[src/rtl/eth_pkg.sv]
// Shared Ethernet definitions for the MAC transmit/receive datapath.
// Holds the FCS-append state encoding, the CRC-32 constants, and the
// frame-timing defaults in dibits (one RMII clock carries two bits).
package eth_pkg;

    typedef enum logic [2:0] {
        IDLE,
        DATA,
        PAD,
        FCS,
        GAP
    } fcs_state_t;

    localparam logic [31:0] CRC32_POLY_REFL = 32'hEDB88320;
    localparam logic [31:0] CRC32_INIT      = 32'hFFFFFFFF;
    // Register value left after running a CRC over a frame plus its own FCS.
    localparam logic [31:0] CRC32_RESIDUE   = 32'hDEBB20E3;

    localparam int ETH_MIN_DIBITS = 240;  // 60 bytes before FCS
    localparam int ETH_IFG_DIBITS = 48;   // 96 bit times

endpackage

[src/rtl/crc32_dibit.sv]
// Combinational CRC-32 step over one RMII dibit (reflected polynomial).
// d[0] is shifted in before d[1], matching LSB-first byte order on the wire.
// Ports:
//   crc_in  [31:0]  current CRC register
//   d       [1:0]   dibit to absorb
//   crc_out [31:0]  CRC register after both bits
module crc32_dibit
    import eth_pkg::*;
(
    input  logic [31:0] crc_in,
    input  logic [1:0]  d,
    output logic [31:0] crc_out
);

    logic [31:0] w_c1;

    assign w_c1    = {1'b0, crc_in[31:1]} ^ ({32{crc_in[0] ^ d[0]}} & CRC32_POLY_REFL);
    assign crc_out = {1'b0, w_c1[31:1]}   ^ ({32{w_c1[0]   ^ d[1]}} & CRC32_POLY_REFL);

endmodule

[src/rtl/fcs_append.sv]
// Transmit FCS stage: forwards a frame of RMII-order dibits with one cycle
// of latency, zero-pads short frames to the Ethernet minimum, appends the
// complemented CRC-32 and then holds off for the inter-frame gap.
// Ports:
//   clk           RMII reference clock, rising edge
//   rst           asynchronous reset, active low
//   axiiv/axiid   input dibit valid / data (one contiguous run per frame)
//   axiov/axiod   output dibit valid / data (TX_EN / TXD downstream)
//   data_end_out  pulse with the final FCS dibit
//   overrun       pulse for every valid input dibit that is dropped
module fcs_append
    import eth_pkg::*;
#(
    parameter int MIN_DIBITS = ETH_MIN_DIBITS,
    parameter int IFG_DIBITS = ETH_IFG_DIBITS,
    parameter bit PAD_EN     = 1'b1
) (
    input  logic       clk,
    input  logic       rst,
    input  logic       axiiv,
    input  logic [1:0] axiid,
    output logic       axiov,
    output logic [1:0] axiod,
    output logic       data_end_out,
    output logic       overrun
);

    localparam int          GW    = (IFG_DIBITS < 1) ? 1 : $clog2(IFG_DIBITS + 1);
    localparam logic [7:0]  MIN_C = 8'(MIN_DIBITS);
    localparam logic [GW-1:0] IFG_C = GW'(IFG_DIBITS);

    fcs_state_t    r_state, w_state_n;
    logic [31:0]   r_crc, w_crc_n;
    logic [7:0]    r_cnt, w_cnt_n;
    logic [3:0]    r_idx, w_idx_n;
    logic [GW-1:0] r_gap, w_gap_n;
    logic          r_axiov, w_axiov_n;
    logic [1:0]    r_axiod, w_axiod_n;
    logic          r_end, w_end_n;

    logic [31:0]   w_crc_src;
    logic [1:0]    w_crc_d;
    logic [31:0]   w_crc_upd;
    logic [7:0]    w_cnt_inc;
    logic [1:0]    w_fcs_dibit;

    // A single CRC step serves both data and pad dibits. In IDLE the step
    // starts from the init value so the first dibit is absorbed immediately.
    assign w_crc_src = (r_state == IDLE) ? CRC32_INIT : r_crc;
    assign w_crc_d   = ((r_state == IDLE || r_state == DATA) && axiiv) ? axiid : 2'b00;

    crc32_dibit u_crc (
        .crc_in  (w_crc_src),
        .d       (w_crc_d),
        .crc_out (w_crc_upd)
    );

    assign w_cnt_inc   = (r_cnt == 8'hFF) ? r_cnt : r_cnt + 8'd1;
    // The CRC register already holds the last data/pad dibit by the time the
    // first FCS dibit is loaded, and stays frozen for the rest of the FCS.
    assign w_fcs_dibit = ~r_crc[{r_idx, 1'b0} +: 2];

    always_comb begin
        w_state_n = r_state;
        w_crc_n   = r_crc;
        w_cnt_n   = r_cnt;
        w_idx_n   = r_idx;
        w_gap_n   = r_gap;
        w_axiov_n = 1'b0;
        w_axiod_n = 2'b00;
        w_end_n   = 1'b0;
        case (r_state)
            IDLE: begin
                w_crc_n = CRC32_INIT;
                w_idx_n = 4'd0;
                if (axiiv) begin
                    w_state_n = DATA;
                    w_crc_n   = w_crc_upd;
                    w_cnt_n   = 8'd1;
                    w_axiov_n = 1'b1;
                    w_axiod_n = axiid;
                end
            end
            DATA: begin
                w_axiov_n = 1'b1;
                if (axiiv) begin
                    w_axiod_n = axiid;
                    w_crc_n   = w_crc_upd;
                    w_cnt_n   = w_cnt_inc;
                end else if (PAD_EN && (r_cnt < MIN_C)) begin
                    // First pad dibit goes out right behind the last data dibit.
                    w_state_n = PAD;
                    w_crc_n   = w_crc_upd;
                    w_cnt_n   = w_cnt_inc;
                end else begin
                    w_state_n = FCS;
                    w_axiod_n = w_fcs_dibit;
                    w_idx_n   = 4'd1;
                end
            end
            PAD: begin
                w_axiov_n = 1'b1;
                if (r_cnt >= MIN_C) begin
                    w_state_n = FCS;
                    w_axiod_n = w_fcs_dibit;
                    w_idx_n   = 4'd1;
                end else begin
                    w_crc_n = w_crc_upd;
                    w_cnt_n = w_cnt_inc;
                end
            end
            FCS: begin
                w_axiov_n = 1'b1;
                w_axiod_n = w_fcs_dibit;
                w_idx_n   = r_idx + 4'd1;
                if (r_idx == 4'd15) begin
                    w_end_n   = 1'b1;
                    w_state_n = GAP;
                    w_gap_n   = '0;
                end
            end
            GAP: begin
                // GAP spans the data_end cycle plus IFG_DIBITS more, so the
                // next frame is accepted IFG_DIBITS+1 cycles after data_end.
                if (r_gap == IFG_C) begin
                    w_state_n = IDLE;
                end else begin
                    w_gap_n = r_gap + GW'(1);
                end
            end
            default: w_state_n = IDLE;
        endcase
    end

    always_ff @(posedge clk or negedge rst) begin
        if (!rst) begin
            r_state <= IDLE;
            r_crc   <= CRC32_INIT;
            r_cnt   <= 8'd0;
            r_idx   <= 4'd0;
            r_gap   <= '0;
            r_axiov <= 1'b0;
            r_axiod <= 2'b00;
            r_end   <= 1'b0;
        end else begin
            r_state <= w_state_n;
            r_crc   <= w_crc_n;
            r_cnt   <= w_cnt_n;
            r_idx   <= w_idx_n;
            r_gap   <= w_gap_n;
            r_axiov <= w_axiov_n;
            r_axiod <= w_axiod_n;
            r_end   <= w_end_n;
        end
    end

    assign axiov        = r_axiov;
    assign axiod        = r_axiod;
    assign data_end_out = r_end;
    // Flagged in the same cycle as the dropped dibit so it can never spill
    // into IDLE after the last GAP cycle.
    assign overrun      = axiiv && (r_state == PAD || r_state == FCS || r_state == GAP);

endmodule
[config.mk]
export PLATFORM = sky130hd
export DESIGN_NAME = fcs_append
export DESIGN_NICKNAME = d
export VERILOG_FILES = /design/src/rtl/eth_pkg.sv /design/src/rtl/crc32_dibit.sv /design/src/rtl/fcs_append.sv
export SDC_FILE = /design/constraint.sdc
export NUM_CORES = 1
export LEC_CHECK = 0
export BUFFER_PORTS_ARGS = -buffer_cell sky130_fd_sc_hd__buf_2
export CORE_MARGIN = 4
export CORE_UTILIZATION = 55
export DETAILED_ROUTE_END_ITERATION = 16
export PLACE_DENSITY = 0.76
export REMOVE_ABC_BUFFERS = 1
export SLEW_MARGIN = 20
export SYNTH_ARGS = -nofsm -noshare
export SYNTH_HDL_FRONTEND = slang
export SYNTH_SLANG_ARGS = --single-unit
[constraint.sdc]
create_clock -name clk -period 2.63 [get_ports clk]
set_input_delay 0.1315 -clock clk [delete_from_list [all_inputs] [get_ports clk]]
set_output_delay 0.1315 -clock clk [all_outputs]
set_load 0.005 [all_outputs]
==> key figures, run 1 <==
Cells and area
  – Inserted Diodes: 0
  – Share of layout cells above drive strength 1: 0.245
  – Non-Filler Instances: 395
  – NumNets Final: around 330
  – Fill count: 433
  – Most frequent cells in the layout: nor2_1 (62), dfstp_2 (32), a21oi_1 (27), dfrtp_1 (25), xor2_1 (15)
  – Commonest non-fill, non-tap cell in the layout: nor2_1
  – Syn-to-layout area delta: 8.61%
  – Post-route cell area: 3500 sq um

Run status
  – Status: complete, no violations

Routing
  – Via count: 2,318
  – WL final: 6210 um
  – DRC Markers: 0
  – Vias/cell: 5.87
  – DR WL/cell: 15.7 um
  – DRT iter0 DRCs: 181
  – Pre-antenna DRT Iters: 4
  – Post-route ant nets: 0

Synthesis
  – Synth Area per Inst: 10.4 sq um
  – Netlist cell types: 53
  – Warnings from Yosys: 0
  – Cells after Synth: 309
  – Yosys reg bits: 57
  – Dominant synthesized flop cell: dfstp_2
  – EDFF count, synth: 0
  – Sequential element share of the synthesized area: 0.455
  – Post-synth ARST share: 1.00
  – Most area-hungry cell type in the Yosys netlist: dfstp_2
  – Post-synth top area share: 0.261
  – Top cells by area, synth: dfstp_2 (26%), dfrtp_1 (19%), nor2_1 (7.2%), mux4_2 (4.9%), a21oi_1 (4.2%)
  – Synthesized area: around 3200 sq um

STA
  – Final Max Tran Viols: 0
  – Setup Viol. Count Final: 0
  – Setup TNS: 0 ns
  – Tcrit/Tclk final: 0.869
  – RSZ-0062 raised after global routing: false
  – Setup ws final: 0.344 ns
  – Worst slew margin: 0.515
  – Period minus WS final: 2.29 ns
  – Fmax: 0.437 GHz
  – Endpoints failing hold: 0
  – Worst Skew: 0.00909 ns
  – Slew @ Worst Pin: 0.727 ns

Clock network
  – Clock latency on the worst-skew pair: 0.33 ns
  – Clock slew at reported path FFs: 0.06 ns
  – H-tree lvl count: 3
  – Bufs on Longest Clock Path: 2
  – Post_cts resized: 0
  – CTS tree: yes
  – Root buffer cell: clkbuf_8
  – CTS Buf Count: 9
  – Num Clock Sinks: 57

Power and ir drop
  – Pwr/cell area: 1380 nW/um^2
  – Psw: 1.85 mW
  – Max IR drop VDD: 0.599 mV
  – Seq pwr share: 0.374
  – Switching Share: 0.384
  – Combinational share of power: 0.476
  – Clk pwr share: 0.150
  – P_leak: 1.45 nW
  – Internal power: around 3.0 mW
  – Total power: 4.82 mW

Critical path
  – FF-to-FF setup slack: 0.34 ns
  – Worst Path Buf+Inv: 1
  – Crit path cell chain: nor2_4 -> o22ai_1 -> a41oi_2 -> buf_4 -> xnor3_1 -> a21oi_1
  – Max FO, Critical Path: 19
  – Critical path's slowest cell: dfrtp_1
  – Req. time, crit path: 2.89 ns
  – CP top delay family: flip-flops
  – Kind of critical path: reg2reg
  – Delay of the slowest critical-path stage: between 0.6 and 0.7 ns
  – Critical Path Start Type: flop
  – CP Data Arrival Time: approximately 2.6 ns
  – Critical path endpoint category: flop

Die
  – Die area: 7150 sq um
  – Die X: 84.6 um
  – Core ar.: roughly 5600 sq um
  – # IOs: 10
  – Initial Util: 0.575
  – Row count: 27
  – Die Height: 84.6 um

GRT
  – Largest net degree at the start of global routing: 33
  – Met3 Usage GRT: 0.0481
  – M1 GR Usage: 0.270
  – Total GRT Usage: 0.191
  – Vias in the first global route: 2,256
  – First-pass GRT wire length: 10,900 um
  – M2 GR Usage: 0.278
  – Initial antenna violation count: 0
  – Remaining global-route overflow: 0
  – GR peak layer: met2

Placement
  – DP Worst Slack: roughly 0.38 ns
  – Placed standard-cell area: 3320 sq um
  – Number of port buffers: 9
  – Dpl cells: 378
  – Placer Congestion: 0.850
  – Post-DP HPWL: 4170 um

Hold path
  – Hold Crit Class: in2reg

Run
  – Max-cap violations: 0
-- routing by layer --
layer  vias up  wire (um)
li1       1101          -
met1      1160       2920
met2        47       2910
met3        10        277
met4         0        102
met5         -          0
-- repair_timing --
action,in CTS,in global routing
setup buffers,0,0
hold endpoints to repair,15,0
hold buffers,1,0
-- Yosys cell counts (all sizes together), types with 2 or more instances --
cell type / number
nor2: 63
dfstp: 32
a21oi: 28
dfrtp: 25
xor2: 15
nand2: 12
buf: 11
clkbuf: 11
o22a: 11
xnor2: 11
mux4: 8
inv: 7
o21ai: 7
nand3: 6
xnor3: 6
a211oi: 5
and3: 5
ha: 4
mux2i: 4
nor2b: 4
nor3: 4
nand2b: 3
nand4: 3
and2: 2
mux2: 2
o2111ai: 2
o211ai: 2
o22ai: 2
-- kinds of logic after synthesis --
family,Yosys count,share of synthesized area
AND/OR/NAND/NOR,108,0.157
AO/OA/AOI/OAI,65,0.138
XOR/XNOR,32,0.112
buffers and inverters,29,0.0450
adder cells (fa/ha/maj),4,0.0155
multiplexers,14,0.0764
flip-flops,57,0.455
-- worst reg2reg max path, delay by kind of cell, from the launching register on --
| kind | cells | cell delay, ns |
|---|---|---|
| flops | 1 | 0.64 |
| compound gates | 3 | 0.60 |
| xor+xnor | 1 | 0.43 |
| buf+inv | 1 | 0.28 |
| simple gates | 1 | 0.26 |
-- metrics by stage --
stage	utilization	hold WS [ns]
floorplan	-	-0.164
global route	0.625	0.209
detailed placement	0.592	0.0693
finish	0.625	0.195
CTS	0.624	0.173
global placement	0.592	0.0689
-- final timing paths --
check,start,end,cells after the start
max,r_state[1],r_crc[19],6
max in group asynchronous,rst,r_crc[23],3
min reg2reg,r_crc[22],r_crc[22],2
min in group asynchronous,rst,r_idx[2],2
min,axiid[0],axiod[0],3
max reg2reg,r_state[1],r_crc[19],6
-- state kept, by name, summed over array words and instances, names as in the netlist --
name	cells
r_crc	32
r_cnt	8
data_end_out	1
r_idx	4
axiod	2
r_gap	6
axiov	1
r_state	3
-- power groups by stage --
stage | clock network (mW) | logic [mW] | registers, mW
final | 0.724 | 2.30 | 1.80
after global routing | 0.781 | 2.55 | 1.87
after CTS | 0.738 | 2.31 | 1.80
after detailed placement | 0 | 2.30 | 1.81
after global placement | 0 | 2.25 | 1.80
after floorplan | 0 | 1.82 | 1.71
-- cell type report --
type	count	area [sq um]	share of cell area
multi-input combinational	223	1620	0.462
sequential	57	1470	0.419
timing repair buffer	20	130	0.0371
clock buffer	16	170	0.0486
inverter	7	26.3	0.00750
tap	72	90.1	0.0257
Power figures use the tool's default switching activity.
==> inputs of run 2 (changes only) <==
Settings changed: CTS_BUF_LIST set to sky130_fd_sc_hd__clkbuf_8.
==> key figures, run 2 (synthesized netlist as in run 1, its figures left out) <==
Placement
  – DP Worst Slack: 0.382 ns (unchanged)
  – Placed standard-cell area: 3320 sq um (unchanged)
  – Number of port buffers: 9 (unchanged)
  – Post-DP HPWL: 4170 um (unchanged)
  – Placer Congestion: 0.850 (unchanged)
  – Dpl cells: 378 (unchanged)

STA
  – Period minus WS final: 2.28 ns (-0.00230 ns)
  – Slew @ Worst Pin: 0.723 ns (-0.00401 ns)
  – RSZ-0062 raised after global routing: false
  – Setup TNS: 0 ns (unchanged)
  – Final Max Tran Viols: 0 (unchanged)
  – Setup Viol. Count Final: 0 (unchanged)
  – Worst Skew: 0.00964 ns (+0.000557 ns)
  – Worst slew margin: 0.518 (+0.00267)
  – Fmax: 0.438 GHz (+0.10%)
  – Tcrit/Tclk final: 0.868 (-0.000873)
  – Endpoints failing hold: 0 (unchanged)
  – Setup ws final: 0.346 ns (+0.00229 ns)
  – Fin Hold WS: 0.194 ns (-0.00120 ns)

Die
  – Row count: 27 (unchanged)
  – Die X: 84.6 um (unchanged)
  – Die area: 7150 sq um (unchanged)
  – # IOs: 10 (unchanged)
  – Initial Util: 0.575 (unchanged)
  – Core ar.: 5610 sq um (unchanged)
  – Die Height: 84.6 um (unchanged)

Power and ir drop
  – Pwr/cell area: 1370 nW/um^2 (-0.24%)
  – Max IR drop VDD: 0.599 mV (about the same)
  – Seq pwr share: 0.375 (about the same)
  – Psw: 1.86 mW (+0.43%)
  – Combinational share of power: 0.478 (+0.002)
  – Clk pwr share: 0.147 (-0.003)
  – Switching Share: 0.386 (+0.00258)
  – Internal power: 2.95 mW (-0.66%)
  – P_leak: 1.47 nW (+1.4%)
  – Total power: 4.81 mW (-0.24%)

GRT
  – First-pass GRT wire length: 10,900 um (-0.12%)
  – Total GRT Usage: 0.191 (-0.000206)
  – Initial antenna violation count: 0 (unchanged)
  – Vias in the first global route: 2,254 (-0.089%)
  – Remaining global-route overflow: 0 (unchanged)
  – Largest net degree at the start of global routing: 33 (unchanged)

Clock network
  – H-tree lvl count: 3 (unchanged)
  – CTS Buf Count: 9 (unchanged)
  – Bufs on Longest Clock Path: 2 (unchanged)
  – Clock latency on the worst-skew pair: 0.34 ns (about the same)
  – Clock slew at reported path FFs: 0.06 ns (about the same)
  – CTS tree: yes
  – Num Clock Sinks: 57 (unchanged)
  – Root buffer cell: clkbuf_8
  – Post_cts resized: 0 (unchanged)

Cells and area
  – Max reg flops: 32 (unchanged)
  – NumNets Final: 327 (unchanged)
  – Most frequent cells in the layout: nor2_1 (62), dfstp_2 (32), a21oi_1 (27), dfrtp_1 (25), xor2_1 (15)
  – Commonest non-fill, non-tap cell in the layout: nor2_1
  – Top flop regs: r_crc x32, r_cnt x8, r_gap x6
  – Non-Filler Instances: 395 (unchanged)
  – Share of layout cells above drive strength 1: 0.245 (unchanged)
  – Final core utilization: 0.625 (unchanged)
  – Largest reg by FF count: r_crc
  – Syn-to-layout area delta: 8.61% (unchanged)
  – Inserted Diodes: 0 (unchanged)
  – Post-route cell area: 3500 sq um (unchanged)

Critical path
  – Delay of the slowest critical-path stage: 0.64 ns (about the same)
  – Max FO, Critical Path: 19 (unchanged)
  – Worst Path Buf+Inv: 1 (unchanged)
  – Critical path endpoint category: flop
  – CP top delay family: flip-flops
  – FF-to-FF setup slack: 0.35 ns (about the same)
  – Critical path's slowest cell: dfrtp_1
  – CP Data Arrival Time: 2.54 ns (about the same)
  – Req. time, crit path: 2.89 ns (about the same)
  – Kind of critical path: reg2reg
  – Crit path cell chain: nor2_4 -> o22ai_1 -> a41oi_2 -> buf_4 -> xnor3_1 -> a21oi_1
  – Critical Path Start Type: flop

Routing
  – WL final: 6230 um (+0.37%)
  – Post-route ant nets: 0 (unchanged)
  – Via count: 2,306 (-0.52%)
  – DR WL/cell: 15.8 um (+0.37%)
  – Vias/cell: 5.84 (-0.52%)
  – Pre-antenna DRT Iters: 4 (unchanged)
  – DRC Markers: 0 (unchanged)
  – DRT iter0 DRCs: 183 (+1.1%)

Run
  – Max-cap violations: 0 (unchanged)

Hold path
  – Hold Crit Class: in2reg

Run status
  – Status: complete, no violations
[run 2: changes by cell type in the layout (fill, tap and decap cells not counted)]
cell,delta
clkbuf_1,-5
inv_1,+5
[run 2: final cells by class]
class | instances | area [sq um]
inverter | 7 | 26.3
clock inverter | 5 | 18.8
tap | 72 | 90.1
fill | 433 | 2100
clock buffer | 11 | 151
sequential | 57 | 1470
timing repair buffer | 20 | 130
multi-input combinational | 223 | 1620
[run 2: worst reg2reg max path: stages, from the launching register on]
cell     delay, ns
dfrtp_1       0.64
nor2_4        0.26
o22ai_1       0.12
a41oi_2       0.31
buf_4         0.28
xnor3_1       0.43
a21oi_1       0.16
[run 2: worst paths after layout]
check	startpoint	cells past startpoint	endpoint
setup / recovery	r_state[1]	6	r_crc[19]
max in group asynchronous	rst	3	r_crc[23]
setup reg to reg	r_state[1]	6	r_crc[19]
hold / removal	axiid[1]	3	axiod[1]
min in group asynchronous	rst	2	r_idx[2]
hold reg to reg	r_crc[22]	2	r_crc[22]
[run 2: routing by layer]
metal / wire length [um] / up-vias / GRT usage
met5: 0 / - / 0
met4: 102 / 0 / 0.0849
met3: 265 / 10 / 0.0481
met2: 2900 / 40 / 0.278
met1: 2960 / 1154 / 0.269
li1: - / 1102 / -
[run 2: power by group through the flow]
stage	Combinational [mW]	Clock, mW	Sequential (mW)
2_1_floorplan	1.82	0	1.71
3_3_place_gp	2.25	0	1.80
3_5_place_dp	2.30	0	1.81
4_1_cts	2.31	0.719	1.80
5_1_grt	2.55	0.761	1.87
6_report	2.30	0.708	1.80
[run 2: what timing repair did]
action	CTS	global route
endpoints found under the hold margin	15	0
setup endpoints to repair	0	0
hold buffers	1	0
buffers inserted	0	0
==> inputs of run 3 (changes only) <==
Settings changed: BUFFER_PORTS_ARGS -buffer_cell sky130_fd_sc_hd__buf_2 to -buffer_cell sky130_fd_sc_hd__buf_4, CELL_PAD_IN_SITES_DETAIL_PLACEMENT set to 0, CELL_PAD_IN_SITES_GLOBAL_PLACEMENT set to 1, CORE_UTILIZATION 55 to 52, PLACE_DENSITY 0.76 to 0.87.
==> key figures, run 3 (synthesized netlist as in run 1, its figures left out) <==
Run status
  – Status: complete, no violations

Power and ir drop
  – Pwr/cell area: 1370 nW/um^2 (about the same)
  – P_leak: 1.47 nW (-0.53%)
  – Total power: 4.83 mW (+0.43%)
  – Max IR drop VDD: 0.587 mV (-2.0%)

GRT
  – Initial antenna violation count: 0 (unchanged)
  – First-pass GRT wire length: 11,200 um (+2.5%)
  – Largest net degree at the start of global routing: 58 (+76%)
  – Total GRT Usage: 0.193 (+0.00208)
  – Vias in the first global route: 2,279 (+1.1%)
  – Remaining global-route overflow: 0 (unchanged)

STA
  – Final Max Tran Viols: 0 (unchanged)
  – Fmax: 0.466 GHz (+6.6%)
  – Setup ws final: 0.486 ns (+0.140 ns)
  – Period minus WS final: 2.14 ns (-0.140 ns)
  – Slew @ Worst Pin: 0.695 ns (-0.0279 ns)
  – Tcrit/Tclk final: 0.815 (-0.0534)
  – Setup Viol. Count Final: 0 (unchanged)
  – Worst Skew: 0.00969 ns (+0.0000519 ns)
  – Endpoints failing hold: 0 (unchanged)
  – Setup TNS: 0 ns (unchanged)
  – Fin Hold WS: 0.160 ns (-0.0333 ns)
  – RSZ-0062 raised after global routing: false
  – Worst slew margin: 0.537 (+0.0186)

Clock network
  – Clock latency on the worst-skew pair: 0.34 ns (about the same)
  – Root buffer cell: clkbuf_8
  – CTS Buf Count: 9 (unchanged)
  – CTS tree: yes
  – Post-CTS Hold Fix Bufs: 1 (unchanged)
  – Clock slew at reported path FFs: 0.07 ns (about the same)
  – Post_cts resized: 0 (unchanged)
  – Num Clock Sinks: 57 (unchanged)
  – H-tree lvl count: 3 (unchanged)
  – Bufs on Longest Clock Path: 2 (unchanged)
  – Setup bufs post-CTS: 0 (unchanged)

Cells and area
  – Non-Filler Instances: 397 (+0.51%)
  – Share of layout cells above drive strength 1: 0.248 (+0.00387)
  – Multi-input logic area: 1620 sq um (about the same)
  – Fill count: 520 (+20%)
  – Top flop regs: r_crc x32, r_cnt x8, r_gap x6
  – Syn-to-layout area delta: 9.00%
  – Inserted Diodes: 0 (unchanged)
  – Max reg flops: 32 (unchanged)
  – Commonest non-fill, non-tap cell in the layout: nor2_1
  – Most frequent cells in the layout: nor2_1 (62), dfstp_2 (32), a21oi_1 (27), dfrtp_1 (25), buf_4 (18)
  – Seq. cell area: 1470 sq um (unchanged)
  – NumNets Final: 326 (-0.31%)
  – Largest reg by FF count: r_crc

Placement
  – DP Worst Slack: 0.507 ns (+0.125 ns)
  – Placer Congestion: 0.862 (+1.4%)
  – Dpl cells: 380 (+0.53%)
  – Number of port buffers: 9 (unchanged)
  – Post-DP HPWL: 4100 um (-1.7%)

Critical path
  – Max FO, Critical Path: 17 (-2)
  – Kind of critical path: reg2reg
  – Critical path endpoint category: flop
  – CP Data Arrival Time: 2.40 ns (-0.14 ns)
  – Critical Path Start Type: flop
  – Req. time, crit path: 2.88 ns (about the same)

Die
  – Die Height: 86.8 um (+2.6%)
  – # IOs: 10 (unchanged)
  – Die X: 86.8 um (+2.6%)
  – Core ar.: 5960 sq um (+6.2%)
  – Initial Util: 0.542 (-0.0336)
  – Row count: 28 (+3.7%)
  – Die area: 7530 sq um (+5.2%)

Routing
  – WL final: 6360 um (+2.1%)
  – DRC Markers: 0 (unchanged)
  – Via count: 2,248 (-2.5%)
  – Vias/cell: 5.66 (-3.0%)
  – Pre-antenna DRT Iters: 4 (unchanged)
  – DR WL/cell: 16.0 um (+1.6%)
  – DRT iter0 DRCs: 124 (-32%)
  – Post-route ant nets: 0 (unchanged)

Run
  – Max-cap violations: 0 (unchanged)

Hold path
  – Hold Crit Class: in2reg
[run 3: cell count changes in the layout (fill, tap and decap cells not counted), moves of 3 or more]
cell	before	now
buf_2	9	0
inv_1	12	9
buf_4	10	18
clkinv_2	0	4
[run 3: final timing paths]
| path | from | to | slack [ns] | cells after the start |
|---|---|---|---|---|
| setup reg to reg | r_state[0] | r_crc[29] | 0.49 | 5 |
| hold / removal | axiid[1] | axiod[1] | 0.16 | 3 |
| max in group asynchronous | rst | r_gap[1] | 1.78 | 2 |
| hold reg to reg | r_crc[24] | r_crc[24] | 0.51 | 2 |
| setup / recovery | r_state[0] | r_crc[29] | 0.49 | 5 |
| min in group asynchronous | rst | axiod[1] | 0.39 | 2 |
[run 3: critical path: stages, from the launching register on]
cell and delay (ns):
dfrtp_1 0.57, and4b_1 0.30, o21a_1 0.21, a21oi_4 0.41, xnor3_1 0.39, a21oi_1 0.18
[run 3: metrics by stage]
| stage | instance area [sq um] | utilization |
|---|---|---|
| finish | 3520 | 0.590 |
| CTS | 3520 | 0.590 |
| global route | 3520 | 0.590 |
| floorplan | 3110 | - |
| detailed placement | 3340 | 0.561 |
| global placement | 3340 | 0.561 |
[run 3: cell type report]
type	instances	share of cell area
tap	75	0.0267
timing repair buffer	19	0.0413
clock inverter	6	0.00783
inverter	7	0.00747
sequential	57	0.417
clock buffer	10	0.0391
multi-input combinational	223	0.460
[run 3: metal layers]
layer | vias to the layer above | track usage | wire length (um)
met3 | 10 | 0.0447 | 331
met1 | 1091 | 0.264 | 2980
li1 | 1105 | - | -
met5 | - | 0 | 0
met4 | 0 | 0.0850 | 114
met2 | 42 | 0.294 | 2930
[run 3: report_power, final]
part           leakage, nW  switching [mW]  internal, mW
combinational        0.702            1.18          1.18
clock               0.0982           0.341         0.353
sequential           0.665           0.355          1.42
total                 1.47            1.88          2.96
